File: src/rtl/pixel_reader_if.sv
// Bus bundle between the frame-buffer read engine and its surroundings.
//   frameReady  : write side has handed the SRAM over (level, already synchronized)
//   sramAddr    : SRAM read address
//   sramRdEn    : SRAM read strobe, data returns on sramRdData one cycle later
//   sramRdData  : SRAM read data word
//   readData    : byte presented to the transmitter
//   txStart     : one-cycle pulse, readData valid in that cycle
//   txStatus    : transmitter busy (1) / idle (0)
//   readDone    : frame fully sent (level), returned to the write side
// master = the read engine, slave = SRAM/transmitter/write-side environment.
interface pixel_reader_if #(
  parameter int ADDR_W = 15
);
  logic              frameReady;
  logic [ADDR_W-1:0] sramAddr;
  logic              sramRdEn;
  logic [15:0]       sramRdData;
  logic [7:0]        readData;
  logic              txStart;
  logic              txStatus;
  logic              readDone;

  modport master (
    input  frameReady, sramRdData, txStatus,
    output sramAddr, sramRdEn, readData, txStart, readDone
  );

  modport slave (
    output frameReady, sramRdData, txStatus,
    input  sramAddr, sramRdEn, readData, txStart, readDone
  );
endinterface

File: src/rtl/pixel_reader.sv
// Read-side engine for the camera frame buffer.
// Walks every word of the frame, splits each 16-bit word into two bytes
// (low byte first) and feeds them one at a time to the byte-serial
// transmitter using the txStart/txStatus handshake. Optionally prefixes
// each frame with the sync bytes AA, 55. When the last byte has been
// accepted, readDone is raised and held until frameReady drops.
// Ports:
//   readClk : clock, all logic on the rising edge
//   readRst : asynchronous, active-high reset
//   bus     : pixel_reader_if master modport (SRAM, transmitter, handover)
module pixel_reader #(
  parameter int WORDS     = 19200,
  parameter int ADDR_W    = 15,
  parameter bit HEADER_EN = 1'b1
) (
  input  logic           readClk,
  input  logic           readRst,
  pixel_reader_if.master bus
);

  typedef enum logic [3:0] {
    IDLE, HDR0, HDR1, FETCH, LATCH, SEND, WAIT_BUSY, WAIT_IDLE, DONE
  } state_t;

  localparam logic [ADDR_W-1:0] LAST_ADDR = ADDR_W'(WORDS - 1);
  localparam logic [ADDR_W-1:0] ADDR_ONE  = ADDR_W'(1);
  localparam logic [7:0]        SYNC0     = 8'hAA;
  localparam logic [7:0]        SYNC1     = 8'h55;

  state_t            state;
  logic [ADDR_W-1:0] addr;
  logic [15:0]       wordBuf;
  logic              byteSel;   // 0: low byte pending, 1: high byte pending
  logic              inHdr;     // the byte in flight is a sync byte
  logic              hdrSel;    // which sync byte is in flight
  logic              rdEn;
  logic [7:0]        txByte;
  logic              txPulse;
  logic              done;
  logic              abort;

  assign bus.sramAddr = addr;
  assign bus.sramRdEn = rdEn;
  assign bus.readData = txByte;
  assign bus.txStart  = txPulse;
  assign bus.readDone = done;

  // Losing the SRAM mid-frame abandons the frame; IDLE and DONE handle
  // frameReady low themselves.
  assign abort = !bus.frameReady && (state != IDLE) && (state != DONE);

  function automatic logic [7:0] pickByte(input logic [15:0] w, input logic sel);
    return sel ? w[15:8] : w[7:0];
  endfunction

  always_ff @(posedge readClk or posedge readRst) begin
    if (readRst) begin
      state   <= IDLE;
      addr    <= '0;
      wordBuf <= '0;
      byteSel <= 1'b0;
      inHdr   <= 1'b0;
      hdrSel  <= 1'b0;
      rdEn    <= 1'b0;
      txByte  <= 8'h00;
      txPulse <= 1'b0;
      done    <= 1'b0;
    end else begin
      // Strobes are single-cycle unless re-armed below.
      rdEn    <= 1'b0;
      txPulse <= 1'b0;
      if (abort) begin
        state   <= IDLE;
        addr    <= '0;
        byteSel <= 1'b0;
        inHdr   <= 1'b0;
        hdrSel  <= 1'b0;
      end else begin
        case (state)
          IDLE: begin
            addr    <= '0;
            byteSel <= 1'b0;
            inHdr   <= 1'b0;
            hdrSel  <= 1'b0;
            if (bus.frameReady && !bus.txStatus) begin
              if (HEADER_EN) begin
                state <= HDR0;
              end else begin
                state <= FETCH;
                rdEn  <= 1'b1;
              end
            end
          end
          HDR0: begin
            if (!bus.txStatus) begin
              txByte  <= SYNC0;
              txPulse <= 1'b1;
              inHdr   <= 1'b1;
              hdrSel  <= 1'b0;
              state   <= WAIT_BUSY;
            end
          end
          HDR1: begin
            if (!bus.txStatus) begin
              txByte  <= SYNC1;
              txPulse <= 1'b1;
              inHdr   <= 1'b1;
              hdrSel  <= 1'b1;
              state   <= WAIT_BUSY;
            end
          end
          // rdEn was armed on entry, so it is high for exactly this cycle.
          FETCH: state <= LATCH;
          LATCH: begin
            wordBuf <= bus.sramRdData;
            byteSel <= 1'b0;
            state   <= SEND;
          end
          SEND: begin
            if (!bus.txStatus) begin
              txByte  <= pickByte(wordBuf, byteSel);
              txPulse <= 1'b1;
              state   <= WAIT_BUSY;
            end
          end
          WAIT_BUSY: begin
            if (bus.txStatus) state <= WAIT_IDLE;
          end
          WAIT_IDLE: begin
            if (!bus.txStatus) begin
              if (inHdr) begin
                if (hdrSel) begin
                  inHdr <= 1'b0;
                  state <= FETCH;
                  rdEn  <= 1'b1;
                end else begin
                  state <= HDR1;
                end
              end else if (!byteSel) begin
                byteSel <= 1'b1;
                state   <= SEND;
              end else if (addr == LAST_ADDR) begin
                // Terminal compare precedes the increment, so addr never
                // runs past the last word.
                done  <= 1'b1;
                state <= DONE;
              end else begin
                addr  <= addr + ADDR_ONE;
                state <= FETCH;
                rdEn  <= 1'b1;
              end
            end
          end
          DONE: begin
            if (!bus.frameReady) begin
              done  <= 1'b0;
              state <= IDLE;
            end
          end
          default: state <= IDLE;
        endcase
      end
    end
  end

endmodule

File: src/flat_wrapper.sv
// flat-port wrapper written by rule: the top's interface ports become plain ports
module pixel_reader_flat 
#(
  parameter int WORDS     = 19200,
  parameter int ADDR_W    = 15,
  parameter bit HEADER_EN = 1'b1
)
  (readClk, readRst, bus_frameReady, bus_sramRdData, bus_txStatus, bus_sramAddr, bus_sramRdEn, bus_readData, bus_txStart, bus_readDone);
  pixel_reader_if #(.ADDR_W(ADDR_W)) bus_i ();
  input  logic readClk;
  input  logic readRst;
  input wire logic [$bits(bus_i.frameReady)-1:0] bus_frameReady;
  input wire logic [$bits(bus_i.sramRdData)-1:0] bus_sramRdData;
  input wire logic [$bits(bus_i.txStatus)-1:0] bus_txStatus;
  output wire logic [$bits(bus_i.sramAddr)-1:0] bus_sramAddr;
  output wire logic [$bits(bus_i.sramRdEn)-1:0] bus_sramRdEn;
  output wire logic [$bits(bus_i.readData)-1:0] bus_readData;
  output wire logic [$bits(bus_i.txStart)-1:0] bus_txStart;
  output wire logic [$bits(bus_i.readDone)-1:0] bus_readDone;
  assign bus_i.frameReady = bus_frameReady;
  assign bus_i.sramRdData = bus_sramRdData;
  assign bus_i.txStatus = bus_txStatus;
  assign bus_sramAddr = bus_i.sramAddr;
  assign bus_sramRdEn = bus_i.sramRdEn;
  assign bus_readData = bus_i.readData;
  assign bus_txStart = bus_i.txStart;
  assign bus_readDone = bus_i.readDone;
  pixel_reader #(.WORDS(WORDS), .ADDR_W(ADDR_W), .HEADER_EN(HEADER_EN)) u_core (.readClk(readClk), .readRst(readRst), .bus(bus_i));
endmodule
File: config.mk
export PLATFORM = sky130hd
export DESIGN_NAME = pixel_reader_flat
export DESIGN_NICKNAME = d
export VERILOG_FILES = /design/src/rtl/pixel_reader_if.sv /design/src/rtl/pixel_reader.sv /design/src/flat_wrapper.sv
export SDC_FILE = /design/constraint.sdc
export NUM_CORES = 1
export LEC_CHECK = 0
export ABC_CLOCK_PERIOD_IN_PS = 2500
export CORE_UTILIZATION = 25
export DETAILED_ROUTE_END_ITERATION = 16
export HOLD_SLACK_MARGIN = 0.05
export PLACE_DENSITY = 0.47
export SLEW_MARGIN = 20
export SYNTH_ARGS = -nofsm -noshare
export SYNTH_HDL_FRONTEND = slang
export SYNTH_SLANG_ARGS = --single-unit
File: constraint.sdc
create_clock -name readClk -period 2.5 [get_ports readClk]
set_input_delay 0.5 -clock readClk [delete_from_list [all_inputs] [get_ports readClk]]
set_output_delay 0.5 -clock readClk [all_outputs]
set_load 0.1 [all_outputs]
==> impl_metrics.env, run 1 <==
export IMPL_outcome="finished, final reports clean"
export IMPL_avgSynthCellArea_um2=10.58
export IMPL_drtPass1Iterations=4
export IMPL_ys_ff_latch=49
export IMPL_port_buffers=45
export IMPL_fin_setup_tns_ns=0
export IMPL_synth_top_flop_cell="dfrtp_1"
export IMPL_final_setup_viol_count=0
export IMPL_h_tree_depth=2
export IMPL_drt_iter0_markers=81
export IMPL_core_rowCount=37
export IMPL_fin_crit_sh=0.9064
export IMPL_start_kind="register"
export IMPL_synthCells=249
export IMPL_worstSetupPathType="register to register"
export IMPL_hold_class="register to register"
export IMPL_hold_viol=0
export IMPL_grt_overflow_total=0
export IMPL_drv_slew=0
export IMPL_maxCapViolations=0
export IMPL_hold_start="u_core.bus.readData[3]$_DFFE_PP0P_"
export IMPL_cts_sinks=49
export IMPL_synth_edff_count=0
export IMPL_r2r_end="u_core.bus.sramAddr[10]$_DFFE_PP0P_"
export IMPL_initial_utilization=0.2564
export IMPL_cts_resized=0
export IMPL_path_cells="nand3_1, or2_2, o21ai_2, buf_4, o31ai_1, a21oi_1"
export IMPL_ant_nets=0
export IMPL_diodes=0
export IMPL_nNetsFinal=327
export IMPL_die_h_um=104.7
export IMPL_post_cts_setup_buffers=0
export IMPL_cts_path_max_buffers=2
export IMPL_area_delta_synth_final_pct=27.02
export IMPL_path_clk_slew_ns=0.10
export IMPL_syn_nets=270
export IMPL_grt_pass1_wl_um=10820
export IMPL_r2r_cells=6
export IMPL_final_common_cell="dfrtp_1"
export IMPL_ir_drop_uv=522.8
export IMPL_cts_hold_buffers=0
export IMPL_io_pins=46
export IMPL_path_max_fanout=16
export IMPL_power_density_mw_per_mm2=926.8
export IMPL_worstPathArrival_ns=2.50
export IMPL_reg2reg_from="u_core.state[1]$_DFFE_PP0P_"
export IMPL_synth_seq_area_share=0.4653
export IMPL_dieArea_mm2=0.01095
export IMPL_pre_cts_slack_ns=0.08029
export IMPL_remaining_drc_errors=0
export IMPL_core_area_mm2=0.01028
export IMPL_place_area_mm2=0.003257
export IMPL_grt_pass1_vias=2123
export IMPL_grt_max_degree=28
export IMPL_max_slew_margin=0.6346
export IMPL_r2r_slack_ns=0.23
export IMPL_drive_above_1_share=0.2899
export IMPL_tightest_slew_ns=0.5472
export IMPL_tritoncts="built"
export IMPL_rsz0062_at_grt="false"
export IMPL_grt_total_usage=0.1233
export IMPL_clock_latency_ns=0.31
export IMPL_routed_via_density=4.878
export IMPL_setup_ws_ns=0.2339
export IMPL_async_reset_ff_frac=1.000
export IMPL_fill_cells=1114
export IMPL_min_path_cells=1
export IMPL_synth_cell_types=54
export IMPL_root_buffer="clkbuf_8"
export IMPL_max_freq_mhz=441.3
export IMPL_die_x_um=104.7
export IMPL_cts_made_buffers=5
export IMPL_finish_instance_area_mm2=0.003347
export IMPL_synth_warnings=0
export IMPL_hold_end="u_core.bus.readData[3]$_DFFE_PP0P_"
export IMPL_finClkSkew_ns=0.005779
export IMPL_wl_per_cell_um=14.51
export IMPL_crit_required_ns=2.74
export IMPL_cpPeakStageDelay_ns=0.68
export IMPL_num_vias=2161
export IMPL_dp_hpwl_um=4717
export IMPL_end_kind="register"
export IMPL_wirelength_um=6426
export IMPL_cp_slowest_cell="dfrtp_1"
export IMPL_final_cell_mix="dfrtp_1, buf_4, mux2_2, nand2_1, clkdlybuf4s50_1"
export IMPL_leakage_nw=1.366
export IMPL_place_congestion=0.7425
export IMPL_antenna_found_initial=0
export IMPL_period_minus_slack_ns=2.266
export IMPL_synth_cell_area_mm2=0.002635
==> where the power goes <==
part           leakage [nW]  switching, mW  internal (mW)
Sequential            0.631          0.188           1.01
Combinational         0.691          0.847          0.566
Clock                0.0445          0.288          0.199
==> kinds of logic after synthesis <==
logic type	share of synthesized area
muxes	0.1173
and+or+nand+nor	0.1671
buffers and inverters	0.03989
AOI/OAI and AO/OA	0.1885
DFF	0.4653
xor gates and xnor gates	0.01330
adders and majority gates	0.008546
==> state kept, by name, indices dropped and copies added, names as in the netlist <==
name                 cells
u_core.bus.readData      8
u_core.state             4
u_core.inHdr             1
u_core.bus.txStart       1
u_core.bus.readDone      1
u_core.hdrSel            1
u_core.wordBuf          16
u_core.byteSel           1
u_core.bus.sramAddr     15
u_core.bus.sramRdEn      1
==> cells in the mapped netlist, types with 2 or more instances <==
library cell  number  share of area
clkbuf_1           7          0.010
or3_1              3         0.0071
nor2_1            14          0.020
a2111oi_0          2         0.0066
nand2b_1           3         0.0071
nor4b_2            2          0.011
nor3_1             5         0.0095
xor2_1             2         0.0066
inv_1              7          0.010
and4_1             3          0.010
nand2_1           20          0.028
o21ai_0           11          0.021
buf_6              3          0.013
nand4_1            4         0.0095
o22a_1             2         0.0066
o31ai_1            6          0.017
o311ai_0           2         0.0066
xnor2_1            2         0.0066
nand3_1           10          0.019
a211oi_1           4          0.011
mux2_2            23          0.098
dfrtp_1           49           0.47
or4_1              5          0.014
a21oi_1           18          0.034
mux2i_1            5          0.019
o211ai_1           2         0.0057
a211o_1            2         0.0066
buf_2              3         0.0057
and3_1             2         0.0047
a21o_1             4          0.011
==> through the flow <==
stage	total power [mW]	util	instances	hold WS (ns)
6_report	3.102	0.3257	443	0.4939
3_3_place_gp	2.640	0.3169	435	0.4603
2_1_floorplan	2.302	-	249	0.4737
5_1_grt	3.315	0.3257	443	0.5127
4_1_cts	3.148	0.3257	443	0.4985
3_5_place_dp	2.649	0.3169	435	0.4764
==> worst max-delay path by stage <==
stage / startpoint / to
after detailed placement: bus_frameReady / u_core.bus.sramAddr[10]$_DFFE_PP0P_
after global routing: u_core.state[1]$_DFFE_PP0P_ / u_core.bus.sramAddr[10]$_DFFE_PP0P_
after global placement: bus_frameReady / u_core.bus.sramAddr[10]$_DFFE_PP0P_
after floorplan: u_core.bus.sramAddr[4]$_DFFE_PP0P_ / u_core.bus.sramAddr[13]$_DFFE_PP0P_
final: u_core.state[1]$_DFFE_PP0P_ / u_core.bus.sramAddr[10]$_DFFE_PP0P_
after CTS: u_core.state[1]$_DFFE_PP0P_ / u_core.bus.sramAddr[10]$_DFFE_PP0P_
==> critical path, delay by kind of cell (launching register included) <==
family,cells,cell delay [ns]
AO/OA/AOI/OAI,3,0.55
flip-flops,1,0.68
buffers and inverters,1,0.19
AND/OR/NAND/NOR,2,0.77
==> per-layer routing <==
metal / share of wire / up-vias / GRT usage / routed length, um
li1: - / 1045 / - / -
met1: 0.47 / 1058 / 0.1599 / 3015
met2: 0.47 / 51 / 0.2034 / 3007
met3: 0.053 / 7 / 0.03306 / 343
met4: 0.0092 / 0 / 0.03018 / 59
met5: 0 / - / 0 / 0
==> final cells by class <==
| class | count | area (um^2) | share of cell area |
|---|---|---|---|
| Sequential cell | 49 | 1229 | 0.3671 |
| Tap cell | 136 | 170.2 | 0.05084 |
| Clock inverter | 3 | 21.27 | 0.006355 |
| Multi-Input combinational cell | 179 | 1304 | 0.3895 |
| Clock buffer | 5 | 68.82 | 0.02056 |
| Inverter | 7 | 26.28 | 0.007850 |
| Timing Repair Buffer | 64 | 528.0 | 0.1578 |
Note: power is estimated with default switching activity, not from simulation.
==> inputs of run 2 (changes only) <==
--- a/config.mk
+++ b/config.mk
@@ -7,6 +7,7 @@
 export LEC_CHECK = 0
 export ABC_CLOCK_PERIOD_IN_PS = 2500
 export CORE_UTILIZATION = 25
+export CTS_CLUSTER_DIAMETER = 100
 export DETAILED_ROUTE_END_ITERATION = 16
 export HOLD_SLACK_MARGIN = 0.05
 export PLACE_DENSITY = 0.47
==> results of run 2 <==
No change in the layout: final DEF, timing and power equal those of run 1.
==> inputs of run 3 (changes only) <==
--- a/config.mk
+++ b/config.mk
@@ -6,10 +6,12 @@
 export NUM_CORES = 1
 export LEC_CHECK = 0
 export ABC_CLOCK_PERIOD_IN_PS = 2500
+export CORE_ASPECT_RATIO = 0.6
 export CORE_UTILIZATION = 25
 export CTS_CLUSTER_DIAMETER = 100
 export DETAILED_ROUTE_END_ITERATION = 16
 export HOLD_SLACK_MARGIN = 0.05
+export MAX_ROUTING_LAYER = met4
 export PLACE_DENSITY = 0.47
 export SLEW_MARGIN = 20
 export SYNTH_ARGS = -nofsm -noshare
==> run 3 against run 2 <==
  * Die area rose by 0.12%
  * Clock power increased by 63%
  * Register-to-register slack hardly changed
  * Cell count is 0.23% lower
  * Critical path type unchanged
  * Critical endpoint is now u_core.bus.sramAddr[5]$_DFFE_PP0P_
  * Largest cell class unchanged
  * Largest power group unchanged
==> impl_metrics.env, run 3 (synthesis results as in run 1) <==
export IMPL_outcome="finished, final reports clean"
export IMPL_diodes=0
export IMPL_rsz0062_at_grt="false"
export IMPL_clock_latency_ns=0.29
export IMPL_initial_utilization=0.2621
export IMPL_grt_pass1_wl_um=11120
export IMPL_port_buffers=45
export IMPL_max_freq_mhz=438.6
export IMPL_place_congestion=0.7871
export IMPL_cts_path_max_buffers=2
export IMPL_path_clk_slew_ns=0.07
export IMPL_fin_util=0.3422
export IMPL_grt_max_degree=31
export IMPL_core_area_mm2=0.01005
export IMPL_remaining_drc_errors=0
export IMPL_nNetsFinal=327
export IMPL_pre_cts_slack_ns=0.06437
export IMPL_cts_resized=0
export IMPL_final_common_cell="dfrtp_1"
export IMPL_drv_slew=0
export IMPL_wirelength_um=6910
export IMPL_cts_sinks=49
export IMPL_path_max_fanout=16
export IMPL_drtPass1Iterations=4
export IMPL_power_density_mw_per_mm2=995.9
export IMPL_dieArea_mm2=0.01097
export IMPL_wl_per_cell_um=15.63
export IMPL_area_delta_synth_final_pct=30.58
export IMPL_grt_overflow_total=0
export IMPL_multi_input_area_mm2=0.001304
export IMPL_cts_hold_buffers=0
export IMPL_core_rowCount=28
export IMPL_end_kind="register"
export IMPL_crit_required_ns=2.72
export IMPL_hold_viol=0
export IMPL_ir_drop_uv=452.7
export IMPL_worstPathArrival_ns=2.50
export IMPL_fin_setup_tns_ns=0
export IMPL_leakage_nw=1.411
export IMPL_register_area_mm2=0.001229
export IMPL_hold_class="register to register"
export IMPL_root_buffer="clkbuf_16"
export IMPL_fin_crit_sh=0.9119
export IMPL_die_h_um=81.53
export IMPL_io_pins=46
export IMPL_grt_pass1_vias=1992
export IMPL_dp_hpwl_um=5191
export IMPL_finClkSkew_ns=0.003730
export IMPL_ant_nets=0
export IMPL_drt_iter0_markers=132
export IMPL_setup_ws_ns=0.2202
export IMPL_final_setup_viol_count=0
export IMPL_start_kind="register"
export IMPL_top_register="u_core.wordBuf"
export IMPL_period_minus_slack_ns=2.280
export IMPL_die_x_um=134.5
export IMPL_post_cts_setup_buffers=0
export IMPL_num_vias=2150
export IMPL_r2r_slack_ns=0.22
export IMPL_routed_via_density=4.864
export IMPL_finalPower_mw=3.427
export IMPL_h_tree_depth=2
export IMPL_drive_above_1_share=0.2866
export IMPL_tightest_slew_ns=0.5560
export IMPL_tritoncts="built"
export IMPL_final_cell_mix="dfrtp_1, buf_4, mux2_2, nand2_1, clkdlybuf4s50_1"
export IMPL_largest_register_ffs=16
export IMPL_grt_total_usage=0.1382
export IMPL_max_slew_margin=0.6293
export IMPL_antenna_found_initial=0
export IMPL_worstSetupPathType="register to register"
export IMPL_maxCapViolations=0
export IMPL_fill_cells=1007
export IMPL_cts_made_buffers=5
[run 3: cell count changes in the layout (fill, tap and decap cells not counted), sizes merged]
cell / delta
inv: -1
bufinv: +1
clkinvlp: -1
clkbuf: +2
clkinv: -1
[run 3: routing by layer]
layer | track usage | up-vias | wire [um]
li1 | - | 1047 | -
met1 | 0.2179 | 1054 | 3954
met2 | 0.1679 | 45 | 2638
met3 | 0.03025 | 4 | 277
met4 | 0.03371 | 0 | 39
met5 | - | - | 0
[run 3: layout make-up]
class | count | share of cell area
Sequential cell | 49 | 0.3571
Inverter | 7 | 0.007636
Clock inverter | 1 | 0.008727
Timing Repair Buffer | 64 | 0.1571
Tap cell | 135 | 0.04909
Clock buffer | 7 | 0.04145
Multi-Input combinational cell | 179 | 0.3789
[run 3: path summary, 6_finish.rpt]
path	start	endpoint	depth (start not counted)
max	u_core.state[2]$_DFFE_PP0P_	u_core.bus.sramAddr[5]$_DFFE_PP0P_	5
min	u_core.bus.readData[0]$_DFFE_PP0P_	u_core.bus.readData[0]$_DFFE_PP0P_	2
max reg2reg	u_core.state[2]$_DFFE_PP0P_	u_core.bus.sramAddr[5]$_DFFE_PP0P_	5
min reg2reg	u_core.bus.readData[0]$_DFFE_PP0P_	u_core.bus.readData[0]$_DFFE_PP0P_	2
max in group asynchronous	readRst	u_core.inHdr$_DFFE_PP0P_	3
min in group asynchronous	readRst	u_core.byteSel$_DFFE_PP0P_	2
[run 3: worst max-delay path, cell delays in order (launching register included)]
cell and delay (ns):
dfrtp_1 0.69, nand3_1 0.35, or2_2 0.43, o21ai_2 0.42, o21ai_0 0.16, a21oi_1 0.14
[run 3: report_power, final]
part	internal (mW)	switching (mW)	leakage, nW	total, mW
registers	1.02	0.205	0.631	1.22
clock network	0.500	0.292	0.0841	0.792
logic	0.558	0.857	0.696	1.41
total	2.07	1.35	1.41	3.43
[run 3: per-stage QoR]
stage                     hold WS, ns  instance area [um^2]  std cells
after CTS                      0.4865                  3441        442
after global routing           0.5172                  3441        442
after global placement         0.4628                  3268        434
after floorplan                0.4737                  2638        249
final                          0.4773                  3441        442
after detailed placement       0.4713                  3268        434
